$ cat src/rtl/pulse_stretcher.sv
// Stretches single-cycle event strobes into visible LED blinks with a fixed on-time
// and off-gap; events arriving mid-blink are queued and replayed as separate blinks.
module pulse_stretcher #(
    parameter int ON_CYCLES  = 1000,
    parameter int GAP_CYCLES = 500,
    parameter int CW         = 16,
    parameter int QW         = 4
) (
    input  logic          clk,
    input  logic          rst,
    input  logic          pulse_in,
    output logic          led,
    output logic          busy,
    output logic [QW-1:0] pending,
    output logic          overflow
);

    typedef enum logic [1:0] {
        IDLE = 2'd0,
        ON   = 2'd1,
        GAP  = 2'd2
    } state_t;

    localparam logic [CW-1:0] ON_LOAD  = CW'(ON_CYCLES - 1);
    localparam logic [CW-1:0] GAP_LOAD = CW'(GAP_CYCLES - 1);
    localparam logic [CW-1:0] T_ONE    = CW'(1);
    localparam logic [QW-1:0] P_ONE    = QW'(1);
    localparam logic [QW-1:0] P_MAX    = '1;

    state_t        state_q, state_d;
    logic [CW-1:0] timer_q, timer_d;
    logic [QW-1:0] pending_d;
    logic          overflow_d;
    logic          inc, dec;

    always_comb begin
        // NOTE: every signal driven here gets a default first, so no path leaves it unassigned (no latch).
        state_d    = state_q;
        timer_d    = timer_q;
        pending_d  = pending;
        overflow_d = overflow;
        inc        = 1'b0;
        dec        = 1'b0;

        case (state_q)
            IDLE: begin
                if (pulse_in) begin
                    state_d = ON;
                    timer_d = ON_LOAD;
                end
            end
            ON: begin
                inc = pulse_in;
                if (timer_q != '0) begin
                    timer_d = timer_q - T_ONE;
                end else begin
                    state_d = GAP;
                    timer_d = GAP_LOAD;
                end
            end
            GAP: begin
                inc = pulse_in;
                if (timer_q != '0) begin
                    timer_d = timer_q - T_ONE;
                end else if (pending != '0) begin
                    state_d = ON;
                    timer_d = ON_LOAD;
                    dec     = 1'b1;
                end else if (pulse_in) begin
                    // Empty queue at the end of the gap: this event starts the next blink itself.
                    state_d = ON;
                    timer_d = ON_LOAD;
                    inc     = 1'b0;
                end else begin
                    state_d = IDLE;
                end
            end
            default: begin
                state_d = IDLE;
                timer_d = '0;
            end
        endcase

        if (inc && !dec) begin
            if (pending != P_MAX) begin
                pending_d = pending + P_ONE;
            end else begin
                overflow_d = 1'b1;
            end
        end else if (dec && !inc) begin
            pending_d = pending - P_ONE;
        end
    end

    // NOTE: sequential state uses non-blocking assignments so all registers update together at the edge.
    always_ff @(posedge clk) begin
        if (rst) begin
            state_q  <= IDLE;
            timer_q  <= '0;
            pending  <= '0;
            overflow <= 1'b0;
            led      <= 1'b0;
            busy     <= 1'b0;
        end else begin
            state_q  <= state_d;
            timer_q  <= timer_d;
            pending  <= pending_d;
            overflow <= overflow_d;
            led      <= (state_d == ON);
            busy     <= (state_d != IDLE);
        end
    end

endmodule

$ cat config.mk
export PLATFORM = sky130hd
export DESIGN_NAME = pulse_stretcher
export DESIGN_NICKNAME = d
export VERILOG_FILES = /design/src/rtl/pulse_stretcher.sv
export SDC_FILE = /design/constraint.sdc
export NUM_CORES = 1
export LEC_CHECK = 0
export ABC_AREA = 1
export CAP_MARGIN = 20
export CELL_PAD_IN_SITES_DETAIL_PLACEMENT = 1
export CELL_PAD_IN_SITES_GLOBAL_PLACEMENT = 2
export CORE_MARGIN = 3
export CORE_UTILIZATION = 37
export DETAILED_ROUTE_END_ITERATION = 8
export PLACE_DENSITY_LB_ADDON = 0.1
export SKIP_CTS_REPAIR_TIMING = 1
export SLEW_MARGIN = 30
export SYNTH_ARGS = -nofsm -noshare
export SYNTH_HDL_FRONTEND = slang
export SYNTH_SLANG_ARGS = --single-unit
$ cat constraint.sdc
create_clock -name clk -period 5.9 [get_ports clk]
set_clock_uncertainty 0.15 [all_clocks]
set_input_delay 1.77 -clock clk [delete_from_list [all_inputs] [get_ports clk]]
set_output_delay 1.77 -clock clk [all_outputs]
set_load 0.01 [all_outputs]
==> results.md <==
Outcome:
- The flow ran to the end, and the final reports show no timing, DRC or antenna violations.

STA:
- The highest clock frequency the design can meet is ~0.25 GHz.
- After layout, the worst setup slack is 1940 ps.
- For the pin with the worst max-slew slack, the measured transition is 651 ps.
- The max-slew violation total from the final report was 0.
- The final-report hold violation count came to 0.
- Headroom to the max-slew limit came out at 0.562.
- The accumulated negative setup slack is 0 ps.
- Setup repair after global routing left no endpoint under its margin.
- Dividing the final minimum period by the clock period gives 0.671.
- The final critical delay including setup and external delays is 3960 ps.
- The setup violation total in the final timing report is 0.

Setup path:
- Counting both buffers and inverters, the worst setup path holds a total of 4.
- The highest cell delay on the worst timing path is 700 ps.
- The worst setup path is launched from an input pin.
- The gate family responsible for the most delay along the worst path is buffers and inverters.
- The kind of end point of the critical path is a flop.
- Data on the critical path is required at its endpoint by just under 6000 ps.
- The data arrival time of the worst path is 3990 ps.
- For this design, the slowest cell found on the critical path is sky130_fd_sc_hd__clkdlybuf4s50_1.
- The worst setup path is of the in2reg kind.
- In this design, the critical path's most frequently occurring cell is sky130_fd_sc_hd__nand2_1.
- In this run the worst path has a maximum fanout of 12.
- The reg-to-reg setup timing slack is 3130 ps.
- The signal on the critical path passes through clkdlybuf4s50_1, nand2_1, inv_1, nand4_4, ha_1, nand2_1, nor2_1, a211oi_1, inv_1, nand2_1, clkinv_1, nor2_2, nand3_1, nand2_1, nor2_1.

Floorplan:
- The number of standard-cell rows in the floorplan is 24.
- The core box area is between 4000 and 5000 sq um.
- The initial core utilization is 0.392.
- The die is 74.8 um tall.
- The die area is between 5000 and 6000 sq um.
- 10 I/O pins were placed.
- The overall die width is 74.8 um.

GRT:
- Entering global routing, the biggest net connects 16 pins.
- The total overflow left after global routing is 0.
- The initial antenna violation count is 0.
- The overall fraction of global-route tracks in use is 0.181.
- The number of global-route vias before repair came to 1603.
- The first global-routing pass estimated 7860 um of wire.

Finish:
- The share of final-layout standard cells stronger than drive strength 1 is 0.123.
- From synthesis to final layout, the design area changed by 10.7%.
- The total of fill cells in the finished design is roughly 600.
- Measured on the finished design, the core utilization comes to 0.434.
- The final layout net count is 266.
- The finished layout holds roughly 310 standard cells, fillers aside.
- Summing all multi-input logic gate instances after layout gives 1090 sq um.
- The antenna cell count is 0.
- The sequential cell area is 500 sq um.

Routing:
- The detailed-route vias per instance is 5.28.
- In the routed design, unresolved DRC markers number 0.
- The final layout contains routed wiring with a total length of 4570 um.
- The final antenna-violating net count is 0.
- The routed layout has 1611 vias.
- The first detailed-routing pass ran for 4 iterations.
- Dividing the detail-routed wire length by the instance count gives between 10 and 15 um.
- The number of design-rule violations left by the first detailed-router iteration is 57.

Power and ir drop:
- The cell area power density is 266 nW/um^2.
- The maximum VDD drop is approximately 0.00011 V.
- The leakage power summed over all cells is 0.837 nW.

Clock tree:
- The clock tree from TritonCTS is built.
- CTS placed an instance of sky130_fd_sc_hd__clkbuf_8 at the clock tree root.
- CTS built an H-tree with a depth of 1.
- The insertion delay to the later sink of the worst-skew pair is between 200 and 300 ps.
- The tree built by TritonCTS fans out to 25 sinks.
- After clock tree synthesis, the clock-pin slew on the worst setup and hold paths is ~100 ps.
- The number of buffers between clock root and the deepest sink is 2.
- In this run, CTS created clock tree buffers numbering 3.

Yosys:
- The register bit total from synthesis is 25.
- Synthesis instantiated between 40 and 50 different standard cells from the library.
- The average cell area after synthesis is 7.18 sq um.
- The number of instances in the synthesized netlist is roughly 240.
- The number of warnings reported in the yosys synthesis log is 0.
- Of the synthesized area, sequential elements account for 0.286.
- The cell area that synthesis handed to floorplanning was approximately 1800 sq um.
- When the netlist entered floorplanning its net count stood at 256.

Placement:
- Counting tap cells, the placed design contains a total of 301 instances.
- The placement-stage worst setup slack is 1620 ps.
- The number of buffers inserted by port buffering is 9.
- The global placement routability congestion is ~0.74.
- The HPWL after detailed placement is 3580 um.

Hold path:
- The tightest min-delay check is of the reg2reg type.

Run:
- Max-cap violations in this run came to 0.
==> Yosys cell counts, drive strengths merged <==
cell type	instances	area [sq um]
a311oi	1	8.76
nor3	4	20.0
o211ai	2	20.0
dfxtp	25	500
o311ai	2	17.5
a31oi	3	18.8
o22ai	1	6.26
a21boi	1	7.51
o21ai	20	111
nand3	20	105
inv	38	145
nor2	43	231
nor4	1	6.26
a22oi	1	7.51
nand2	37	166
nand4	5	61.3
ha	8	100
fa	1	20.0
a21oi	13	65.1
a211oi	2	20.0
buf	1	5.00
xor2	5	43.8
nand3b	1	7.51
clkinv	1	3.75
clkbuf	3	11.3
a221oi	1	8.76
xnor2	3	26.3
o21a	1	7.51
==> routing by layer <==
metal / track usage / vias up / part of all wire
met5: 0 / - / 0
met4: 0.0395 / 0 / 0.0070
met3: 0.0200 / 4 / 0.021
met2: 0.288 / 23 / 0.46
met1: 0.264 / 762 / 0.51
li1: - / 822 / -
==> final timing paths <==
path / start / end / depth (start not counted)
max: pulse_in / pending[3]$_SDFFE_PP0P_ / 15
min: overflow$_SDFFE_PP0P_ / overflow$_SDFFE_PP0P_ / 2
max reg2reg: state_q[0]$_SDFF_PP0_ / pending[3]$_SDFFE_PP0P_ / 16
min reg2reg: overflow$_SDFFE_PP0P_ / overflow$_SDFFE_PP0P_ / 2
==> cells in the final DEF (no fill, tap or decap), types with 3 or more instances in the layout <==
cell | netlist | routed
sky130_fd_sc_hd__nor2_1 | 32 | 32
sky130_fd_sc_hd__nor3_1 | 4 | 4
sky130_fd_sc_hd__ha_1 | 8 | 8
sky130_fd_sc_hd__xnor2_1 | 3 | 3
sky130_fd_sc_hd__inv_1 | 35 | 35
sky130_fd_sc_hd__clkdlybuf4s50_1 | 0 | 9
sky130_fd_sc_hd__xor2_1 | 5 | 5
sky130_fd_sc_hd__dfxtp_1 | 25 | 25
sky130_fd_sc_hd__nor2_2 | 6 | 6
sky130_fd_sc_hd__clkbuf_8 | 0 | 3
sky130_fd_sc_hd__nand4_1 | 3 | 3
sky130_fd_sc_hd__nor2_4 | 3 | 3
sky130_fd_sc_hd__nand2_2 | 5 | 5
sky130_fd_sc_hd__a21oi_1 | 13 | 13
sky130_fd_sc_hd__o21ai_0 | 13 | 13
sky130_fd_sc_hd__nand2_1 | 30 | 30
sky130_fd_sc_hd__nand3_1 | 19 | 19
sky130_fd_sc_hd__o21ai_1 | 6 | 6
sky130_fd_sc_hd__a31oi_1 | 3 | 3
==> sequential cells by signal (all words and copies together), names as in the netlist <==
signal and flops:
state_q 2, busy 1, led 1, overflow 1, timer_q 16, pending 4
==> per-stage QoR <==
step                      hold slack (ps)  cell area, sq um  total power [W]
after floorplan                       307              1750         0.000359
after global placement                317              1890         0.000407
after detailed placement              321              1890         0.000409
after CTS                             350              1940         0.000523
after global routing                  379              1940         0.000555
final                                 342              1940         0.000515
==> worst register-to-register path, delay by kind of cell, from the launching register on <==
kind | cells | cell delay, ps
buffers and inverters | 4 | 580
adders and majority gates | 2 | 650
and+or+nand+nor | 9 | 770
DFF | 1 | 370
AOI/OAI and AO/OA | 1 | 160
==> cell type report <==
cell class,instances,area share
Clock buffer,3,0.0213
Multi-Input combinational cell,176,0.560
Timing Repair Buffer,9,0.0464
Tap cell,52,0.0335
Inverter,39,0.0767
Clock inverter,1,0.00387
Sequential cell,25,0.258
==> report_power, final <==
part / switching [W] / total, W / internal (W)
sequential: 0.0000197 / 0.000204 / 0.000184
clock: 0.0000615 / 0.000109 / 0.0000480
combinational: 0.000131 / 0.000202 / 0.0000711
==> kinds of logic (layout without fill, tap and decap cells) <==
kind of cell | count (synthesis) | count (layout) | synth area share
AOI/OAI and AO/OA | 48 | 48 | 0.171
xor gates and xnor gates | 8 | 8 | 0.0400
adders and majority gates | 9 | 9 | 0.0685
buffers and inverters | 43 | 52 | 0.0942
DFF | 25 | 25 | 0.286
and+or+nand+nor | 111 | 111 | 0.341
No activity file was read; power rests on OpenSTA's default activity.
